==> src/rtl/dht11_responder.sv <==
// DHT11 sensor emulator: answers a host start pulse with preamble, 40-bit frame, end pulse.
// Optional macro DHT11_RSP_BAD_CSUM_EN adds iCorruptCsum to flip the checksum LSB.
module dht11_responder #(
  parameter int unsigned P_START_MIN_US = 18000,
  parameter int unsigned P_WAIT_US      = 30,
  parameter int unsigned P_RESP_LOW_US  = 80,
  parameter int unsigned P_RESP_HIGH_US = 80,
  parameter int unsigned P_BIT_LOW_US   = 50,
  parameter int unsigned P_BIT0_HIGH_US = 26,
  parameter int unsigned P_BIT1_HIGH_US = 70
) (
  input  logic       iClk,
  input  logic       iRst,
  input  logic       iTickUs,
  input  logic       iDataIn,
  output logic       oDataOe,
  input  logic [7:0] iHumInt,
  input  logic [7:0] iHumDec,
  input  logic [7:0] iTempInt,
  input  logic [7:0] iTempDec,
`ifdef DHT11_RSP_BAD_CSUM_EN
  input  logic       iCorruptCsum,
`endif
  output logic       oBusy,
  output logic       oFrameDone,
  output logic [7:0] oStartCnt
);

  typedef enum logic [3:0] {
    S_IDLE,
    S_HOST_LOW,
    S_WAIT,
    S_RESP_LOW,
    S_RESP_HIGH,
    S_BIT_LOW,
    S_BIT_HIGH,
    S_END_LOW,
    S_RELEASE
  } state_t;

  // Limits are "last tick index" so a phase lasts exactly P ticks.
  localparam logic [14:0] L_START = 15'(P_START_MIN_US);
  localparam logic [14:0] L_WAIT  = 15'(P_WAIT_US - 1);
  localparam logic [14:0] L_RLOW  = 15'(P_RESP_LOW_US - 1);
  localparam logic [14:0] L_RHIGH = 15'(P_RESP_HIGH_US - 1);
  localparam logic [14:0] L_BLOW  = 15'(P_BIT_LOW_US - 1);
  localparam logic [14:0] L_B0    = 15'(P_BIT0_HIGH_US - 1);
  localparam logic [14:0] L_B1    = 15'(P_BIT1_HIGH_US - 1);

  state_t      state;
  state_t      state_n;
  logic [1:0]  sync;
  logic        line;
  logic [14:0] cnt;
  logic [5:0]  idx;
  logic [39:0] frame;
  logic [7:0]  start_cnt;
  logic [7:0]  csum;
  logic        corrupt;
  logic        cur_bit;
  logic        accept;
  logic        load_idx;
  logic        dec_idx;
  logic        oe;
  logic        busy;
  logic        done;

  function automatic logic hit(
    input logic        t,
    input logic [14:0] c,
    input logic [14:0] lim
  );
    return t && (c >= lim);
  endfunction

`ifdef DHT11_RSP_BAD_CSUM_EN
  assign corrupt = iCorruptCsum;
`else
  assign corrupt = 1'b0;
`endif

  assign line    = sync[1];
  assign csum    = (iHumInt + iHumDec + iTempInt + iTempDec)
                   ^ {7'd0, corrupt};
  assign cur_bit = frame[idx];

  always_comb begin
    state_n  = state;
    oe       = 1'b0;
    busy     = 1'b0;
    done     = 1'b0;
    accept   = 1'b0;
    load_idx = 1'b0;
    dec_idx  = 1'b0;
    unique case (state)
      S_IDLE: begin
        if (!line) state_n = S_HOST_LOW;
      end
      S_HOST_LOW: begin
        if (line) begin
          if (cnt >= L_START) begin
            accept  = 1'b1;
            state_n = S_WAIT;
          end else begin
            state_n = S_IDLE;
          end
        end
      end
      S_WAIT: begin
        busy = 1'b1;
        if (hit(iTickUs, cnt, L_WAIT)) state_n = S_RESP_LOW;
      end
      S_RESP_LOW: begin
        busy = 1'b1;
        oe   = 1'b1;
        if (hit(iTickUs, cnt, L_RLOW)) state_n = S_RESP_HIGH;
      end
      S_RESP_HIGH: begin
        busy = 1'b1;
        if (hit(iTickUs, cnt, L_RHIGH)) begin
          load_idx = 1'b1;
          state_n  = S_BIT_LOW;
        end
      end
      S_BIT_LOW: begin
        busy = 1'b1;
        oe   = 1'b1;
        if (hit(iTickUs, cnt, L_BLOW)) state_n = S_BIT_HIGH;
      end
      S_BIT_HIGH: begin
        busy = 1'b1;
        if (hit(iTickUs, cnt, cur_bit ? L_B1 : L_B0)) begin
          if (idx == 6'd0) begin
            state_n = S_END_LOW;
          end else begin
            dec_idx = 1'b1;
            state_n = S_BIT_LOW;
          end
        end
      end
      S_END_LOW: begin
        busy = 1'b1;
        oe   = 1'b1;
        if (hit(iTickUs, cnt, L_BLOW)) state_n = S_RELEASE;
      end
      S_RELEASE: begin
        done    = 1'b1;
        state_n = S_IDLE;
      end
      default: state_n = S_IDLE;
    endcase
  end

  always_ff @(posedge iClk or negedge iRst) begin
    if (!iRst) begin
      state     <= S_IDLE;
      sync      <= 2'b11;
      cnt       <= '0;
      idx       <= '0;
      frame     <= '0;
      start_cnt <= '0;
    end else begin
      sync  <= {sync[0], iDataIn};
      state <= state_n;
      if (state_n != state) begin
        cnt <= '0;
      end else if (iTickUs && cnt != '1) begin
        cnt <= cnt + 15'd1;
      end
      if (accept) begin
        frame     <= {iHumInt, iHumDec, iTempInt, iTempDec, csum};
        start_cnt <= start_cnt + 8'd1;
      end
      if (load_idx) begin
        idx <= 6'd39;
      end else if (dec_idx) begin
        idx <= idx - 6'd1;
      end
    end
  end

  assign oDataOe    = oe;
  assign oBusy      = busy;
  assign oFrameDone = done;
  assign oStartCnt  = start_cnt;

endmodule
==> config.mk <==
export PLATFORM = sky130hd
export DESIGN_NAME = dht11_responder
export DESIGN_NICKNAME = d
export VERILOG_FILES = /design/src/rtl/dht11_responder.sv
export SDC_FILE = /design/constraint.sdc
export NUM_CORES = 1
export LEC_CHECK = 0
export BUFFER_PORTS_ARGS = -buffer_cell sky130_fd_sc_hd__buf_2
export CAP_MARGIN = 20
export CORE_UTILIZATION = 55
export CTS_BUF_LIST = sky130_fd_sc_hd__clkbuf_4 sky130_fd_sc_hd__clkbuf_8
export CTS_CLUSTER_DIAMETER = 100
export DETAILED_ROUTE_END_ITERATION = 8
export PLACE_DENSITY = 0.78
export REMOVE_ABC_BUFFERS = 1
export SYNTH_ARGS = -nofsm -noshare
export SYNTH_HDL_FRONTEND = slang
export SYNTH_SLANG_ARGS = --single-unit
==> constraint.sdc <==
create_clock -name iClk -period 4.5 [get_ports iClk]
set_clock_uncertainty 0.1 [all_clocks]
set_input_delay 0.45 -clock iClk [delete_from_list [all_inputs] [get_ports iClk]]
set_output_delay 0.45 -clock iClk [all_outputs]
set_load 0.005 [all_outputs]
==> metrics.txt <==
outcome=finished, final reports clean; startpoint of the worst hold path=iDataIn; Post-Route WL=10.1 mm; post-CTS sizing=0; power consumption=1770 µW; RSZ-0062 raised after global routing=false; Synth Register Bits=75; max-capacitance violation count=0; initial antenna violation count=0; most used cell, CP=mux4_2; post-detail-place hpwl=7.24 mm; yosys synthesis warning count=0; Pwr per Cell Area=343 nW/µm²; Final Setup Violations=0; Rel. slew slack=47.7%; slowest cell delay on critical path=0.51 ns; row cnt=33; antenna-violating nets left=0; worst r2r src=idx[0]$_DFFE_PN0P_; LEAKAGE=0.00226 µW; Final Cycle Share=95.6%; # IOs=47; Main synth FF type=dfrtp_1; vias in the first global route=3537; Max Slew Vio Count=0; Critical Path AT=4.46 ns; reg2reg path depth=14; post-route insts no fill=619; Crit-path slowest cell=mux4_2; DIE HEIGHT=94.4 µm; Starting Density=57.1%; Top delay family on crit path=compound AO/OA/AOI/OAI gates; Setup Crit Path Kind=reg2reg; Peak Freq=0.232 GHz; Buffers on Ports=46; Max Buffers Root-to-Sink=2; clk slew on worst S/H paths=0.08 ns; CTS Sinks=75; Synth Instances=471; Initial DRC Count=243; Bufs and invs on worst path=2; Max Fanout on Critical Path=15; nets=575; DR pass1 iterations=4; DP Area=4920 µm²; top cells by area, synth=dfrtp_1 39%, nand2_1 10%, fa_1 6.0%; ANT cells=0; chip width=94.4 µm; r2r setup slk=0.20 ns; Async S/R FF share, synth=100%; CTS H-Tree Depth=3; Post-CTS Setup Bufs=0; most frequent cells in the layout=125 x nand2_1, 73 x dfrtp_1, 47 x buf_2, 24 x xnor2_1, 16 x ha_1; Syn Area/Cell=9.96 µm²; TritonCTS Buffers=9; routability congestion estimate=0.906; Post-synth EDFFs=0; Core ar.=8220 µm²; register area share after synthesis=40.0%; min Tclk post-route=4.30 ns; total die area=8910 µm²; Root Driver=clkbuf_8; final hold violations=0; worst path cell trace=buf_12 -> mux4_2 -> mux4_2 -> mux2i_1 -> nor2_1 -> a21o_1 -> ha_1 -> a211o_2 -> a2111oi_4 -> a21oi_1 -> a31o_1 -> or3_1 -> buf_4 -> a211oi_1; cell total after placement=600; post-route cell area=5160 µm²; Cell variety after synth=65; Hold EP=sync[0]$_DFF_PN1_; Clk Latency, worst-skew pair=0.35 ns; Netlist Area Pre-Place=4690 µm²; Worst-Margin Slew=0.784 ns; CTS tree=built; Req. time, crit path=4.66 ns; Startpoint Class=flip-flop; share of layout cells above drive strength 1=20.8%; largest net degree at the start of global routing=50; vias per cell=5.69; worst hold path type=in2reg; Hold Crit Depth=1; routed len/inst=16.3 µm; r2r endpoint=cnt[11]$_DFFE_PN0P_; post-synth top area share=38.9%; wire length of the first global-routing pass=17.0 mm; grt total ovfl=0; largest area contributor in the netlist=dfrtp_1; CP Capture Type=flip-flop; GRT Total Usage=25.1%; Peak supply drop=238 µV; synthesis-to-finish area growth=10.0%; commonest non-fill, non-tap cell in the layout=nand2_1; vias=3524; # DRC=0
==> synthesized netlist by cell type (all sizes together), types with 7 or more instances <==
cell type and number:
nand2 125, dfrtp 73, xnor2 24, a21oi 17, clkbuf 16, ha 16
inv 15, nor3 15, fa 14, nor2 13, buf 12, mux4 12
o21ai 12, nand3 9, or3 9, xor2 9, a211oi 7, nand4 7
==> registers in the layout (all words and copies together), names as in the netlist <==
register,flops
cnt,15
frame,40
idx,6
oStartCnt,8
state,4
sync,2
==> kinds of logic (layout without fill, tap and decap cells) <==
kind of cell | Yosys count | after routing | share of synthesized area (%)
xor gates and xnor gates | 33 | 33 | 6.16
muxes | 15 | 15 | 6.40
and+or+nand+nor | 207 | 207 | 20.3
buffers and inverters | 43 | 86 | 5.47
adders and majority gates | 30 | 30 | 10.2
AOI/OAI and AO/OA | 68 | 68 | 11.4
DFF | 75 | 75 | 40.0
==> worst register-to-register path, cell delays in order (launching register included) <==
cell	delay, ns
dfrtp_1	0.38
buf_12	0.17
mux4_2	0.52
mux4_2	0.48
mux2i_1	0.15
nor2_1	0.07
a21o_1	0.18
ha_1	0.29
a211o_2	0.36
a2111oi_4	0.35
a21oi_1	0.12
a31o_1	0.21
or3_1	0.35
buf_4	0.23
a211oi_1	0.26
==> per-stage QoR <==
step                      setup TNS (ns)  hold WS, ns  util, %  setup slack (ns)
after global routing                   0       0.0757     62.8            0.0346
after CTS                              0       0.0851     62.4             0.158
final                                  0       0.0965     62.8             0.196
after detailed placement               0        0.251     59.8             0.169
after floorplan                    -1.09       0.0544        -            -0.132
after global placement                 0        0.246     59.8             0.308
==> worst max path at each step <==
| stage | end | depth (start not counted) | slack, ns | startpoint |
|---|---|---|---|---|
| 4_1_cts | cnt[10]$_DFFE_PN0P_ | 14 | 0.16 | idx[0]$_DFFE_PN0P_ |
| 2_1_floorplan | cnt[10]$_DFFE_PN0P_ | 12 | -0.13 | idx[0]$_DFFE_PN0P_ |
| 6_report | cnt[11]$_DFFE_PN0P_ | 14 | 0.20 | idx[0]$_DFFE_PN0P_ |
| 5_1_grt | cnt[13]$_DFFE_PN0P_ | 14 | 0.03 | idx[0]$_DFFE_PN0P_ |
| 3_3_place_gp | cnt[10]$_DFFE_PN0P_ | 14 | 0.31 | idx[0]$_DFFE_PN0P_ |
| 3_5_place_dp | cnt[12]$_DFFE_PN0P_ | 14 | 0.17 | idx[0]$_DFFE_PN0P_ |
==> power by group <==
part	leakage (µW)	switching, µW	internal [µW]	total [µW]
sequential	0.000812	79.3	703	782
combinational	0.00134	232	207	440
clock	0.000106	259	288	547
==> per-layer routing <==
metal | up-vias | wire, µm | track usage, %
met1 | 1742 | 4650 | 35.3
met5 | - | 0 | 0
li1 | 1697 | - | -
met4 | 0 | 84 | 8.59
met3 | 7 | 440 | 4.43
met2 | 78 | 4900 | 39.3
==> final cells by class <==
type	instances	area (µm²)
Multi-Input combinational cell	353	2560
Inverter	15	56.3
Timing Repair Buffer	55	323
Clock inverter	5	60.1
Sequential cell	75	1880
Tap cell	105	131
Fill cell	637	3050
Clock buffer	11	151
==> timing repair <==
| item | CTS | global route |
|---|---|---|
| hold buffers | 0 | 1 |
| setup endpoints to repair | 0 | 4 |
| hold endpoints to repair | 0 | 16 |
(Power assumes the default switching activity.)
